[config.mk]
export PLATFORM = sky130hd
export DESIGN_NAME = segment_ratio_reader_flat
export DESIGN_NICKNAME = d
export VERILOG_FILES = /design/src/rtl/segment_ratio_reader_if.sv /design/src/rtl/segment_ratio_reader.sv /design/src/flat_wrapper.sv
export SDC_FILE = /design/constraint.sdc
export NUM_CORES = 1
export LEC_CHECK = 0
export CORE_MARGIN = 2
export CORE_UTILIZATION = 40
export DETAILED_ROUTE_END_ITERATION = 6
export GPL_TIMING_DRIVEN = 1
export SLEW_MARGIN = 40
export SYNTH_ARGS = -nofsm -noshare
export SYNTH_HDL_FRONTEND = slang
export SYNTH_SLANG_ARGS = --single-unit
[constraint.sdc]
create_clock -name clock -period 4.2 [get_ports clock]
set_input_delay 1.05 -clock clock [delete_from_list [all_inputs] [get_ports clock]]
set_output_delay 1.05 -clock clock [all_outputs]
set_load 0.01 [all_outputs]
[src/rtl/segment_ratio_reader_if.sv]
// Bus bundle for the seven-segment read-back block: capture request and digit
// patterns in, decoded ratio plus status pulses out.
interface segment_ratio_reader_if;
   logic        sample;
   logic [6:0]  tens_hex;
   logic [6:0]  ones_hex;
   logic [31:0] ratio;
   logic        ratio_valid;
   logic        code_error;
   logic        stable_timeout;
   logic        busy;

   modport master (
      output sample, tens_hex, ones_hex,
      input  ratio, ratio_valid, code_error, stable_timeout, busy
   );

   modport slave (
      input  sample, tens_hex, ones_hex,
      output ratio, ratio_valid, code_error, stable_timeout, busy
   );
endinterface

[src/rtl/segment_ratio_reader.sv]
// Reads a two-digit active-low seven-segment value back into a binary ratio,
// after the patterns have been stable for STABLE_CYCLES consecutive samples.
module segment_ratio_reader #(
   parameter int STABLE_CYCLES  = 4,
   parameter int TIMEOUT_CYCLES = 1024
) (
   input  logic clock,
   input  logic reset,
   segment_ratio_reader_if.slave bus
);

   typedef enum logic [1:0] {IDLE, WAIT_STABLE, DECODE} state_t;

   localparam logic [7:0]  STABLE_LIM  = 8'(STABLE_CYCLES);
   localparam logic [15:0] TIMEOUT_LIM = 16'(TIMEOUT_CYCLES);

   state_t      state, state_next;
   logic [6:0]  tens_snap, tens_snap_next;
   logic [6:0]  ones_snap, ones_snap_next;
   logic [7:0]  stable_cnt, stable_cnt_next;
   logic [15:0] wait_cnt, wait_cnt_next;
   logic [6:0]  ratio_q, ratio_next;
   logic        valid_q, valid_next;
   logic        error_q, error_next;
   logic        timeout_q, timeout_next;

   logic [4:0]  tens_dec, ones_dec;
   logic [6:0]  tens_val, ones_val;
   logic [7:0]  stable_inc;
   logic [15:0] wait_inc;
   logic        inputs_match;

   // Returns {legal, digit}; any pattern outside the table is illegal.
   function automatic logic [4:0] decode_digit(input logic [6:0] code);
      case (code)
         7'b1000000: decode_digit = {1'b1, 4'd0};
         7'b1111001: decode_digit = {1'b1, 4'd1};
         7'b0100100: decode_digit = {1'b1, 4'd2};
         7'b0110000: decode_digit = {1'b1, 4'd3};
         7'b0011001: decode_digit = {1'b1, 4'd4};
         7'b0010010: decode_digit = {1'b1, 4'd5};
         7'b0000010: decode_digit = {1'b1, 4'd6};
         7'b1111000: decode_digit = {1'b1, 4'd7};
         7'b0000000: decode_digit = {1'b1, 4'd8};
         7'b0010000: decode_digit = {1'b1, 4'd9};
         default:    decode_digit = {1'b0, 4'd0};
      endcase
   endfunction

   always_ff @(posedge clock or posedge reset) begin
      if (reset) begin
         state      <= IDLE;
         tens_snap  <= '0;
         ones_snap  <= '0;
         stable_cnt <= '0;
         wait_cnt   <= '0;
         ratio_q    <= '0;
         valid_q    <= 1'b0;
         error_q    <= 1'b0;
         timeout_q  <= 1'b0;
      end else begin
         state      <= state_next;
         tens_snap  <= tens_snap_next;
         ones_snap  <= ones_snap_next;
         stable_cnt <= stable_cnt_next;
         wait_cnt   <= wait_cnt_next;
         ratio_q    <= ratio_next;
         valid_q    <= valid_next;
         error_q    <= error_next;
         timeout_q  <= timeout_next;
      end
   end

   // tens*10 as shift-and-add; 9*10+9 fits in seven bits.
   always_comb begin
      tens_dec = decode_digit(tens_snap);
      ones_dec = decode_digit(ones_snap);
      tens_val = {3'b000, tens_dec[3:0]};
      ones_val = {3'b000, ones_dec[3:0]};
   end

   // Stability beats timeout when both would fire on the same edge.
   always_comb begin
      state_next      = state;
      tens_snap_next  = tens_snap;
      ones_snap_next  = ones_snap;
      stable_cnt_next = stable_cnt;
      wait_cnt_next   = wait_cnt;
      ratio_next      = ratio_q;
      valid_next      = 1'b0;
      error_next      = 1'b0;
      timeout_next    = 1'b0;
      stable_inc      = stable_cnt + 8'd1;
      wait_inc        = wait_cnt + 16'd1;
      inputs_match    = (bus.tens_hex == tens_snap) && (bus.ones_hex == ones_snap);

      case (state)
         IDLE: begin
            if (bus.sample) begin
               tens_snap_next  = bus.tens_hex;
               ones_snap_next  = bus.ones_hex;
               stable_cnt_next = '0;
               wait_cnt_next   = '0;
               state_next      = WAIT_STABLE;
            end
         end
         WAIT_STABLE: begin
            wait_cnt_next = wait_inc;
            if (inputs_match) begin
               stable_cnt_next = stable_inc;
            end else begin
               tens_snap_next  = bus.tens_hex;
               ones_snap_next  = bus.ones_hex;
               stable_cnt_next = '0;
            end
            if (inputs_match && (stable_inc == STABLE_LIM)) begin
               state_next = DECODE;
            end else if (wait_inc == TIMEOUT_LIM) begin
               timeout_next = 1'b1;
               state_next   = IDLE;
            end
         end
         DECODE: begin
            if (tens_dec[4] && ones_dec[4]) begin
               ratio_next = (tens_val << 3) + (tens_val << 1) + ones_val;
               valid_next = 1'b1;
            end else begin
               error_next = 1'b1;
            end
            state_next = IDLE;
         end
         default: state_next = IDLE;
      endcase
   end

   assign bus.ratio          = {25'd0, ratio_q};
   assign bus.ratio_valid    = valid_q;
   assign bus.code_error     = error_q;
   assign bus.stable_timeout = timeout_q;
   assign bus.busy           = (state != IDLE);

endmodule

[src/flat_wrapper.sv]
// flat-port wrapper written by rule: the top's interface ports become plain ports
module segment_ratio_reader_flat 
#(
   parameter int STABLE_CYCLES  = 4,
   parameter int TIMEOUT_CYCLES = 1024
)
  (clock, reset, bus_sample, bus_tens_hex, bus_ones_hex, bus_ratio, bus_ratio_valid, bus_code_error, bus_stable_timeout, bus_busy);
  segment_ratio_reader_if bus_i ();
  input  logic clock;
  input  logic reset;
  input wire logic [$bits(bus_i.sample)-1:0] bus_sample;
  input wire logic [$bits(bus_i.tens_hex)-1:0] bus_tens_hex;
  input wire logic [$bits(bus_i.ones_hex)-1:0] bus_ones_hex;
  output wire logic [$bits(bus_i.ratio)-1:0] bus_ratio;
  output wire logic [$bits(bus_i.ratio_valid)-1:0] bus_ratio_valid;
  output wire logic [$bits(bus_i.code_error)-1:0] bus_code_error;
  output wire logic [$bits(bus_i.stable_timeout)-1:0] bus_stable_timeout;
  output wire logic [$bits(bus_i.busy)-1:0] bus_busy;
  assign bus_i.sample = bus_sample;
  assign bus_i.tens_hex = bus_tens_hex;
  assign bus_i.ones_hex = bus_ones_hex;
  assign bus_ratio = bus_i.ratio;
  assign bus_ratio_valid = bus_i.ratio_valid;
  assign bus_code_error = bus_i.code_error;
  assign bus_stable_timeout = bus_i.stable_timeout;
  assign bus_busy = bus_i.busy;
  segment_ratio_reader #(.STABLE_CYCLES(STABLE_CYCLES), .TIMEOUT_CYCLES(TIMEOUT_CYCLES)) u_core (.clock(clock), .reset(reset), .bus(bus_i));
endmodule
* Word level (Yosys, flattened, before mapping)
Cells that the tools add are included.
** Cells by class
- $add $sub $neg :: 4
- Eq/ne operators :: 27
- Muxes and demuxes :: 24
- Reductions and logical operators :: 12
** Operators with widths (count)
- $pmux 5 s10 :: 2
- $eq 7x5->1 const B :: 6
- $eq 7x7->1 const B :: 6
- $pmux 16 s2 :: 1
- $eq 7x6->1 const B :: 4
- $mux 7 :: 4
- $pmux 7 s2 :: 2
- $add 16x1->16 const B :: 1
- $eq 16x11->1 const B :: 1
- $mux 16 :: 1
- $mux 8 :: 2
- $pmux 8 s2 :: 1
- $eq 7x2->1 const B :: 2
- $eq 7x7->1 :: 2
- $logic_not 7->1 :: 2
- $add 8x1->8 const B :: 1
- $eq 8x3->1 const B :: 1
- $add 7x4->7 :: 1
- $add 7x5->7 :: 1
- $mux 1 :: 7
- $mux 2 :: 3
- $reduce_and 2->1 :: 3
- $ne 2x2->1 const B :: 2
- $pmux 2 s2 :: 1
- 7 further kinds :: 10
** Storage, ports and cells
- Bits in registers :: 50
- Word-level logic and storage cells :: 76

* Logic depth before layout (Yosys ltp)
Gate-level depths: netlist of the first run.
- Word-level depth :: 5
- Depth in mapped cells :: 13

* Least setup slack after synthesis of the first run
OpenSTA, ideal clock, no wires.
- Path kind :: register -> register
- Start point :: reg u_core.ones_snap[0]
- End point :: reg u_core.ratio_q[6]
- Library setup time :: 0.125 ns
- Arrival :: 3.033 ns
- Setup slack :: 1.043 ns
- Cell stages (with the launch flop) :: 13
- Buffers on the path :: 1
- Clock period less this slack :: 3.157 ns
- Cells stage by stage :: dfrtp_1 -> clkbuf_1 -> nor3_1 -> nand2b_1 -> or2_2 -> a21oi_1 -> ha_1 -> ha_1 -> fa_1 -> a21o_1 -> maj3_1 -> xor2_1 -> mux2_2
** On the way
- Cells in the longest elaborated chain, start to end :: 4
- Elaborated cells on any way between the ends :: 14
- Classes of those cells :: 1 x add/sub; 9 x eq/ne; 1 x mux; 3 x reduce/logical
** RTL lines
- from (decl) :: RTL line segment_ratio_reader.sv:19 : logic [6:0] ones_snap, ones_snap_next;
- from (signal assigned) :: RTL line segment_ratio_reader.sv:64 : ones_snap <= ones_snap_next;
- $eq 7x5->1, or another cell as far along :: RTL line segment_ratio_reader.sv:35 : case (code)
- $pmux 5 s10 * :: RTL line segment_ratio_reader.sv:35
- branches (longest 2 deep; another with $add 7x4->7)
- to (signal assigned) :: RTL line segment_ratio_reader.sv:67 : ratio_q <= ratio_next;
- to (decl) :: RTL line segment_ratio_reader.sv:22 : logic [6:0] ratio_q, ratio_next;
Mark *: on every way between the ends.
A chain may end at the register's enable or synchronous reset.

* Worst setup path after layout of the first run
Ends and elaborated chain as after synthesis.

==> results of run 1 <==
==> registers in the layout (all words and copies together), names as in the netlist <==
| register | cells |
|---|---|
| u_core.ones_snap | 7 |
| u_core.bus.stable_timeout | 1 |
| u_core.tens_snap | 7 |
| u_core.bus.code_error | 1 |
| u_core.ratio_q | 7 |
| u_core.state | 2 |
| u_core.wait_cnt | 16 |
| u_core.stable_cnt | 8 |
| u_core.bus.ratio_valid | 1 |
==> power by group through the flow <==
stage          combinational [mW]  sequential, mW  clock [mW]
5_1_grt                     0.312           0.635       0.304
4_1_cts                     0.272           0.621       0.282
6_report                    0.270           0.623       0.272
3_5_place_dp                0.273           0.629           0
3_3_place_gp                0.266           0.629           0
2_1_floorplan               0.277           0.574           0
==> through the flow <==
stage,cell area (µm²),hold WS [ns],utilization,worst slack (ns)
final,3670,0.510,0.446,0.895
after detailed placement,3590,0.493,0.437,0.906
after global routing,3670,0.531,0.446,0.672
after floorplan,3480,0.468,-,1.04
after CTS,3660,0.515,0.446,0.889
after global placement,3580,0.491,0.436,0.766
==> how the worst max path moves through the flow <==
stage / start / to / depth (start not counted)
after floorplan: u_core.ones_snap[0] / u_core.ratio_q[6] / 12
after global placement: bus_sample / u_core.ones_snap[3] / 5
after detailed placement: u_core.tens_snap[3] / u_core.ratio_q[6] / 12
after CTS: u_core.tens_snap[3] / u_core.ratio_q[6] / 12
after global routing: u_core.ones_snap[0] / u_core.ratio_q[6] / 11
final: u_core.ones_snap[0] / u_core.ratio_q[6] / 11
==> critical path: cells and delay by family, from the launching register on <==
| family | cells | cell delay, ns |
|---|---|---|
| and+or+nand+nor | 3 | 0.74 |
| DFF | 1 | 0.48 |
| xor gates and xnor gates | 1 | 0.14 |
| adders and majority gates | 4 | 1.24 |
| muxes | 1 | 0.25 |
| AOI/OAI and AO/OA | 2 | 0.34 |
==> cell type report <==
cell class	count	area, µm²
fillers	799	4550
inverters	7	27.5
flip-flops and latches	50	1250
multi-input cells	294	1900
repair buffers	28	278
well taps	105	131
clock buffers	7	76.3
==> layer usage <==
metal,wire length (µm),global-route usage,up-vias
met5,0,0,-
met4,73,0.0417,0
met3,192,0.0282,7
met2,3370,0.275,41
met1,3400,0.227,1275
li1,-,-,1299
==> cells in the final DEF, fill, tap and decap left out, drive strengths merged, types with 2 or more instances in the layout <==
cell | synthesis | routed
nor3b | 3 | 3
o21ai | 35 | 35
inv | 7 | 6
clkbuf | 11 | 7
nand2 | 33 | 33
a211oi | 2 | 2
nor3 | 9 | 9
dfrtp | 50 | 50
o31ai | 6 | 6
nand3 | 20 | 20
a21o | 5 | 5
or3 | 2 | 2
nor2 | 21 | 21
ha | 10 | 10
nand3b | 2 | 2
and4 | 3 | 3
nor4 | 4 | 4
o41ai | 2 | 2
and3 | 7 | 7
nand2b | 5 | 5
a21oi | 15 | 15
nor2b | 2 | 2
xor2 | 24 | 24
a22o | 4 | 4
nand4 | 5 | 5
xnor2 | 7 | 7
mux2 | 19 | 19
clkdlybuf4s50 | 0 | 27
or2 | 6 | 6
conb | 1 | 25
o31a | 2 | 2
==> cell families after synthesis <==
| logic type | synth area share |
|---|---|
| AND/OR/NAND/NOR | 0.189 |
| AO/OA/AOI/OAI | 0.154 |
| buffers and inverters | 0.0972 |
| flip-flops | 0.369 |
| XOR/XNOR | 0.0802 |
| multiplexers | 0.0632 |
| adder cells (fa/ha/maj) | 0.0458 |
| other | 0.00111 |
==> results.txt, run 1 <==
- Number of remaining DRC errors: 0
* Die extent in y: 96.0 µm
- Iter 0 DRT Violations: 101
* Peak VDD IR: 0.119 mV
- CTS built an H-tree with a depth of 2.
- MaxCap Viol Count: 0
- Synthesized area: 3390 µm²
- Counting flops with an async set or reset pin after synthesis yields a share of 1.00.
- In the synthesized netlist the dominant register cell turns out to be sky130_fd_sc_hd__dfrtp_1.
- Growth of design area from synthesis to finish: 8.31%
- Post-synth top cells: sky130_fd_sc_hd__dfrtp_1 (50), sky130_fd_sc_hd__o21ai_0 (34), sky130_fd_sc_hd__nand2_1 (33)
- LEAKAGE: 1.65 nW
* Initial antenna violation count: 0
- Net total in the final layout: 414
- Number of antenna cells inserted: 0
- First-pass iteration count of the detailed router: 4
- Worst Setup Path Type: reg2reg
* Overall global routing resource usage: 0.167
* Proportion of synthesized chip area in sequential cells: 0.369
- For this design the ratio of total power to cell area is 318 nW/µm².
- Combinational cell fraction of total power: 0.232
- In the final layout, the share of cells above drive strength 1 is 0.0984.
- Register bit total from synthesis: 50
- Die Width: 96.0 µm
- Placeable core region: 8220 µm²
- Worst clock skew: 0.00693 ns
* Global-route wire length before repair: 12,000 µm
- Number of port buffers: 27
* R2R depth: 11
- Area leader, netlist: sky130_fd_sc_hd__dfrtp_1
- Number of routed nets with antenna violations: 0
* Vias per Instance: 5.34
- Sum of routed wire length over all layers: 7030 µm
- In this run the critical register-to-register path is captured at u_core.ratio_q[6].
* Final-report hold violation count: 0
- Non-filler cells, final: 491
- Clock Tree Root: sky130_fd_sc_hd__clkbuf_8
* Number of enable flip-flop cells after synthesis: 0
- Max-Slew Margin vs Limit: 0.460
* Inserted Clock Buffers: 5
- Top-area cell type share of the netlist area: 0.369
- Setup violations remaining at the end of the flow were counted as 0.
- Final period utilization: 0.787
- Counting stages on the worst path, the most repeated cell is sky130_fd_sc_hd__ha_1.
- PostCTS Resize Cnt: 0
- Max Fanout on Critical Path: 8
- Accumulated negative setup slack: 0 ns
- Effective utilization at floorplan: 0.412
- Slew at the pin with the worst max-slew slack: 0.810 ns
- In this run the critical register-to-register path is launched from u_core.ones_snap[0].
- Yosys printed 0 warnings.
- Once placement completed, the tool counted placed cells totaling 484.
- Worst-case clock buffer depth: 2
* Synth top area cells: sky130_fd_sc_hd__dfrtp_1 (37%), sky130_fd_sc_hd__mux2_2 (6.3%), sky130_fd_sc_hd__xor2_1 (6.2%), sky130_fd_sc_hd__buf_4 (5.8%), sky130_fd_sc_hd__o21ai_0 (5.0%)
- Critical Path Sink Type: flop
* Switching power summed over all nets: 0.395 mW
* Time the worst path needs with I/O delays and setup: 3.30 ns
* Clock network fraction of design power: 0.233
* Cell count after synthesis: 376
- The most common cell in the synthesized netlist is sky130_fd_sc_hd__dfrtp_1.
- Of the total power, the share spent switching nets is 0.339.
- Entering global routing, the biggest net connects 35 pins.
- Syn Area/Cell: 9.01 µm²
* HPWL after detailed placement: 5070 µm
- Summed over all layers, the global routing overflow is 0.
- Data on the critical path is required at its endpoint by 4.40 ns.
* CTS tree: yes
- Sequence of cells on the critical path: nor3_1 -> nand2b_1 -> or2_2 -> a21oi_1 -> ha_1 -> ha_1 -> fa_1 -> a21o_1 -> maj3_1 -> xor2_1 -> mux2_2
- In this run, post-CTS hold repair placed 0 buffers.
- Average wire per cell in the routed design: 14.3 µm
* Detailed-route via count: 2,622
- Total power after layout: 1.17 mW
* Cell internal power dissipation: 0.770 mW
- The congestion estimate from routability-driven global placement came to 0.823.
- Destination of the worst hold path: u_core.ratio_q[5]
- Critical-path cell with the highest stage delay: sky130_fd_sc_hd__dfrtp_1
* Unique masters post-synth: 52
* Postcts setup bufs: 0
- The floorplan has 33 rows.
- Setup repair after global routing left no endpoint under its margin.
* Startpoint of the lowest-slack hold path: u_core.ratio_q[5]
- Critical Path AT: 3.50 ns
- Across all register-to-register paths, the minimum setup slack is 0.90 ns.
- Delay contributed by the slowest stage of the critical path: 0.48 ns
* Number of max-slew violations in the final report: 0
* Seq pwr share: 0.535
* Worst Hold Class: reg2reg
* Clk pin slew, worst setup/hold paths: 0.09 ns
- Achievable Freq: 303 MHz
- CP startpoint kind: flop
- Along the worst hold path, the cell count comes to 1.
- Count of boundary I/O pins: 53
- Die outline area: 9220 µm²
* Clk sink count: 50
- The flow ran to the end, and the final reports show no timing, DRC or antenna violations.
- Clk_lat worst skew: 0.31 ns
- The via count of the first global-routing pass is 2,428.
Power figures use the tool's default switching activity.
==> inputs of run 2 (changes only) <==
==> constraint.sdc (replaced) <==
create_clock -name clock -period 3.3 [get_ports clock]
set_input_delay 0.825 -clock clock [delete_from_list [all_inputs] [get_ports clock]]
set_output_delay 0.825 -clock clock [all_outputs]
set_load 0.01 [all_outputs]
==> results.txt, run 2 (synthesis gave the netlist of run 1 again) <==
- The largest registers in the layout are u_core.wait_cnt: 16 flops, u_core.stable_cnt: 8 flops.
- Sum of routed wire length over all layers: 6910 µm
* Achievable Freq: 318 MHz
- After detailed routing, the average wire length per cell comes to 13.7 µm.
* Final period utilization: 0.953
- In this run, the number of DRC markers left after iteration 0 of detailed routing was 81.
- Data required time at the worst endpoint: 3.49 ns
* Number of routed nets with antenna violations: 0
* MaxCap Viol Count: 0
- Commonest cells after routing, fill and taps aside: sky130_fd_sc_hd__dfrtp_1 (43), sky130_fd_sc_hd__o21ai_0 (34), sky130_fd_sc_hd__nand2_1 (33)
- At the end of the flow the core is filled with cells to 0.465.
- Entering global routing, the biggest net connects 51 pins.
- Slew at the pin with the worst max-slew slack: 0.664 ns
- Most common cell after layout, fill and taps aside: sky130_fd_sc_hd__dfrtp_1
- The initial utilization of the core area, before any placement, comes to 0.412.
- Peak VDD IR: 0.163 mV
* Layout cell share with drive strength beyond 1: 0.155
- Count of boundary I/O pins: 53
- Vias in the first global route: 2,516
* Accumulated negative setup slack: 0 ns
* Overall global routing resource usage: 0.162
- The area growth from synthesis to layout is 12.9%.
* Number of max-slew violations in the final report: 0
- Die extent in y: 96.0 µm
- TritonCTS built the clock tree.
* LEAKAGE: 1.73 nW
* Clock Tree Root: sky130_fd_sc_hd__clkbuf_8
- STA classifies the critical path endpoint as a flop.
- Fill cells in the final layout number 805.
- Clk sink count: 50
* Number of buffers inserted for hold repair after clock tree synthesis: 0
* Number of remaining DRC errors: 0
* Final-report hold violation count: 0
- Dividing total power by cell area gives a power density of 418 nW/µm².
- For this run, global-route usage on met3 was measured as 0.0298.
- After the last flow step, the layout net total stands at 426.
- The floorplan step defined a core boundary enclosing 8220 µm².
- The worst hold path belongs to the class reg2reg.
* Number of endpoints failing setup at the final stage: 0
- The congestion estimate from routability-driven global placement came to 0.843.
- Number of port buffers: 27
- Critical Path AT: 3.34 ns
* Met2 track utilization from global routing: 0.271
* Die Width: 96.0 µm
* Global-route wire length before repair: 11,700 µm
- The die covers 9220 µm².
- The worst setup path is launched from a flop.
- Worst Setup Path Type: reg2reg
- Dividing the detail-routed via count by the number of cells gives 5.29.
- Number of antenna cells inserted: 0
- Global routing met1 resource utilization: 0.214
- The floorplan has 33 rows.
- HPWL after detailed placement: 5050 µm
- In this run, CTS created clock tree buffers numbering 5.
- The register with the most flip-flops in the layout has 16 of them.
- Detailed-route via count: 2,668
* Max-Slew Margin vs Limit: 0.557
* Total power after layout: 1.60 mW
* Top reg by flops: u_core.wait_cnt
- Total cell area at the placement stage: 3670 µm²
- Remaining global-route overflow: 0
- After clock tree synthesis, the clock-pin slew on the worst setup and hold paths is 0.10 ns.
- Worst clock skew: 0.00792 ns
* Post-Layout Inst Area: 3820 µm²
- Clk_lat worst skew: 0.30 ns
* Htree depth: 2
- Initial antenna violation count: 0
* Worst-case clock buffer depth: 2
- Max Fanout on Critical Path: 7
- The global routing stage identified its most utilized layer as met2.
- The flow ran to the end, and the final reports show no timing, DRC or antenna violations.
- Time the worst path needs with I/O delays and setup: 3.15 ns
* First-pass iteration count of the detailed router: 5
run 2: stage by stage:
stage / setup slack (ns) / hold slack (ns) / cells
6_report: 0.154 / 0.513 / 504
5_1_grt: -0.000666 / 0.551 / 504
4_1_cts: 0.0432 / 0.520 / 503
3_5_place_dp: 0.00247 / 0.495 / 495
3_3_place_gp: 0.0658 / 0.491 / 495
2_1_floorplan: 0.143 / 0.468 / 400
run 2: what timing repair did:
item	4_1_cts	5_1_grt
resized for setup	1	11
buffers inserted	0	1
setup endpoints to repair	1	1
endpoints found under the hold margin	0	0
pin swaps	0	0
run 2: per-layer routing:
metal,wire (µm),up-vias
met5,0,-
met4,116,0
met3,274,9
met2,3310,63
met1,3210,1272
li1,-,1324
run 2: where the power goes:
group          switching (mW)  total [mW]  leakage [nW]  internal (mW)
Clock                   0.213       0.436        0.0579          0.224
Combinational           0.198       0.373          1.02          0.175
Sequential              0.111       0.788         0.646          0.677
run 2: worst paths after layout:
path	start	end	slack (ns)	depth (start not counted)
worst min register to register	u_core.wait_cnt[15]	u_core.wait_cnt[15]	0.51	2
worst min-delay path	u_core.wait_cnt[15]	u_core.wait_cnt[15]	0.51	2
worst max-delay path	u_core.tens_snap[3]	u_core.ratio_q[6]	0.15	12
min in group asynchronous	reset	u_core.ones_snap[3]	0.99	3
worst max register to register	u_core.tens_snap[3]	u_core.ratio_q[6]	0.15	12
max in group asynchronous	reset	u_core.ones_snap[0]	1.79	3
run 2: layout make-up:
class / count / area, µm² / share of cell area
clock buffers: 5 / 68.8 / 0.0180
inverters: 7 / 26.3 / 0.00687
multi-input cells: 294 / 1930 / 0.504
well taps: 105 / 131 / 0.0344
repair buffers: 40 / 368 / 0.0962
clock inverters: 3 / 40.0 / 0.0105
flip-flops and latches: 50 / 1260 / 0.330
run 2: critical path, stage by stage (launching register included):
cell and delay, ns:
sky130_fd_sc_hd__dfrtp_2 0.48, sky130_fd_sc_hd__nor3_4 0.22, sky130_fd_sc_hd__nand2_1 0.11, sky130_fd_sc_hd__o21ai_0 0.09, sky130_fd_sc_hd__nand3_1 0.10, sky130_fd_sc_hd__a21oi_2 0.18
sky130_fd_sc_hd__ha_1 0.25, sky130_fd_sc_hd__ha_1 0.22, sky130_fd_sc_hd__fa_1 0.41, sky130_fd_sc_hd__a21o_1 0.21, sky130_fd_sc_hd__maj3_1 0.36, sky130_fd_sc_hd__xor2_1 0.14
sky130_fd_sc_hd__mux2_2 0.26
==> inputs of run 3 (changes only) <==
--- a/config.mk
+++ b/config.mk
@@ -5,8 +5,9 @@
 export SDC_FILE = /design/constraint.sdc
 export NUM_CORES = 1
 export LEC_CHECK = 0
+export ABC_CLOCK_PERIOD_IN_PS = 3300
 export CORE_MARGIN = 2
-export CORE_UTILIZATION = 40
+export CORE_UTILIZATION = 35
 export DETAILED_ROUTE_END_ITERATION = 6
 export GPL_TIMING_DRIVEN = 1
 export SLEW_MARGIN = 40
==> results.txt, run 3 (synthesis gave the netlist of run 1 again) <==
* CP startpoint kind: flop
- The cell family contributing the most delay on the critical path is adder cells.
- Pwr per Cell Area: 400 nW/µm²
- The number of buffers and inverters on the critical path is 1.
- From left edge to right edge, the die measures 102 µm.
- Critical Path Sink Type: flop
* CTS tree: yes
- Setup slack after layout: 0.167 ns
- 0 antenna diodes ended up in the layout.
* Maximum number of pins on one net before global-route repair: 27
- Multi-input combinational cell area: 1930 µm²
- The register with the most flip-flops in the layout has 16 of them.
- In this run the number of H-tree levels came out at 2.
* Worst hold path depth: 2
* Vias in the first global route: 2,474
* Weighted congestion reported at the end of routability-driven placement: 0.803
- After floorplanning, the core was divided into 35 placement rows.
- Commonest cells after routing, fill and taps aside: sky130_fd_sc_hd__dfrtp_1 (47), sky130_fd_sc_hd__o21ai_0 (34), sky130_fd_sc_hd__nand2_1 (33)
* Layout cell share with drive strength beyond 1: 0.157
* Worst-case clock buffer depth: 2
- Clock Tree Root: sky130_fd_sc_hd__clkbuf_8
- Across the VDD grid, the largest voltage drop is 0.176 mV.
* Delay contributed by the slowest stage of the critical path: 0.44 ns
* Worst clock skew: 0.0163 ns
- The die covers 10,500 µm².
- Iter 0 DRT Violations: 142
- Initial antenna violation count: 0
- The critical path crosses 12 cells after its start point.
- In this run the vertical extent of the chip is 102 µm.
- Sum of routed wire length over all layers: 7150 µm
* Max Fanout on Critical Path: 5
* Number of remaining DRC errors: 0
- Summing all flip-flop and latch instances after layout gives 1250 µm².
* Unrepaired setup endpoints after global routing: no
* Count of boundary I/O pins: 53
- The clock reaches the later pin of the worst-skew pair after 0.31 ns.
* LEAKAGE: 1.73 nW
- For this run the aggregate overflow at the end of global routing stands at 0.
- In this design, the critical path's most frequently occurring cell is sky130_fd_sc_hd__ha_1.
- Counting the fill cells in the layout gives 913.
* Placeable core region: 9330 µm²
* Growth of design area from synthesis to finish: 14.0%
* Number of cells after detailed placement: 519
* Post-Layout Inst Area: 3860 µm²
- The count of cells in the finished layout, fillers not included, comes to 530.
- Clock tree synthesis found a total of 50 sinks.
- For this run, the top clock speed supported by timing is 319 MHz.
* Critical-path cell with the highest stage delay: sky130_fd_sc_hd__dfrtp_1
- Final-report hold violation count: 0
* Data required time at the worst endpoint: 3.50 ns
- Of the available clock period, the critical path in the final layout requires 0.949.
* Largest registers ranked by flip-flop count: u_core.wait_cnt: 16 flops, u_core.stable_cnt: 8 flops
- In this run the tightest slew margin relative to its limit is 0.530.
- Total cell area at the placement stage: 3710 µm²
- Number of port buffers: 27
* Net total in the final layout: 428
- After detailed routing, the average wire length per cell comes to 13.5 µm.
- The first global-routing pass estimated 11,800 µm of wire.
- Effective utilization at floorplan: 0.363
* Sequence of cells on the critical path: buf_4 -> nor2_1 -> a21oi_1 -> or3_1 -> a21oi_2 -> ha_1 -> ha_1 -> fa_2 -> a21o_1 -> maj3_1 -> xor2_1 -> mux2_2
- Number of endpoints failing setup at the final stage: 0
- STA puts the critical path data arrival time at 3.34 ns.
- Ranked by flip-flop count, first place goes to u_core.wait_cnt.
* First-pass iteration count of the detailed router: 5
- Worst Setup Path Type: reg2reg
* MaxCap Viol Count: 0
- Clk pin slew, worst setup/hold paths: 0.10 ns
- Inserted Clock Buffers: 5
- Summed over all nets, the half-perimeter wirelength after detailed placement is 5300 µm.
- The detailed router placed 2,721 vias in this run.
* Final core utilization: 0.414
* Most common cell after layout, fill and taps aside: sky130_fd_sc_hd__dfrtp_1
* Slew at the pin with the worst max-slew slack: 0.705 ns
- Worst Hold Class: reg2reg
- Overall global routing resource usage: 0.142
* Vias per Instance: 5.13
- R2R depth: 12
* Placement Setup Slack: -0.0563 ns
* Number of max-slew violations in the final report: 0
- The flow ran to the end, and the final reports show no timing, DRC or antenna violations.
* Time the worst path needs with I/O delays and setup: 3.13 ns
- Number of routed nets with antenna violations: 0
## run 3: changes by cell type in the layout (fill, tap and decap cells not counted), moves of 2 or more
cell / change
sky130_fd_sc_hd__dfrtp_2: -4
sky130_fd_sc_hd__nor3_2: +3
sky130_fd_sc_hd__dfrtp_1: +4
sky130_fd_sc_hd__nor3_4: -2
## run 3: final cells by class
type / instances / share of cell area
Clock buffer: 6 / 0.0214
Clock inverter: 2 / 0.00324
Inverter: 7 / 0.00681
Multi-Input combinational cell: 294 / 0.499
Sequential cell: 50 / 0.325
Tap cell: 129 / 0.0418
Timing Repair Buffer: 42 / 0.102
## run 3: what timing repair did
item,CTS,global route
hold buffers,0,0
pin swaps,0,0
buffers inserted,0,3
cloned,0,0
endpoints found under the setup margin,1,1
resized for setup,2,7
endpoints found under the hold margin,0,0
## run 3: final timing paths
kind | startpoint | slack (ns) | endpoint
min | u_core.wait_cnt[15] | 0.51 | u_core.wait_cnt[15]
max | u_core.ones_snap[0] | 0.17 | u_core.ratio_q[6]
max in group asynchronous | reset | 1.85 | u_core.stable_cnt[3]
min in group asynchronous | reset | 0.90 | u_core.ratio_q[0]
min reg2reg | u_core.wait_cnt[15] | 0.51 | u_core.wait_cnt[15]
max reg2reg | u_core.ones_snap[0] | 0.17 | u_core.ratio_q[6]
## run 3: per-stage QoR
step	power, mW	hold slack, ns	TNS (ns)
after floorplan	1.08	0.468	0
after global placement	1.16	0.487	0
after detailed placement	1.16	0.493	-0.0563
after CTS	1.55	0.515	0
after global routing	1.64	0.533	0
final	1.54	0.506	0
## run 3: worst register-to-register path: cells and delay by family, from the launching register on
kind                     cells  cell delay (ns)
flip-flops                   1             0.44
buffers and inverters        1             0.17
AO/OA/AOI/OAI                3             0.40
multiplexers                 1             0.26
XOR/XNOR                     1             0.14
adder cells (fa/ha/maj)      4             1.19
AND/OR/NAND/NOR              2             0.43
## run 3: power by group
group / internal, mW / leakage (nW) / switching (mW)
clock network: 0.169 / 0.0472 / 0.210
logic: 0.177 / 1.03 / 0.202
registers: 0.676 / 0.650 / 0.109
total: 1.02 / 1.73 / 0.521
## run 3: per-layer routing
layer | track usage | vias to the layer above | share of wire
li1 | - | 1316 | -
met1 | 0.184 | 1316 | 0.44
met2 | 0.241 | 81 | 0.49
met3 | 0.0315 | 8 | 0.058
met4 | 0.0369 | 0 | 0.011
met5 | 0 | - | 0
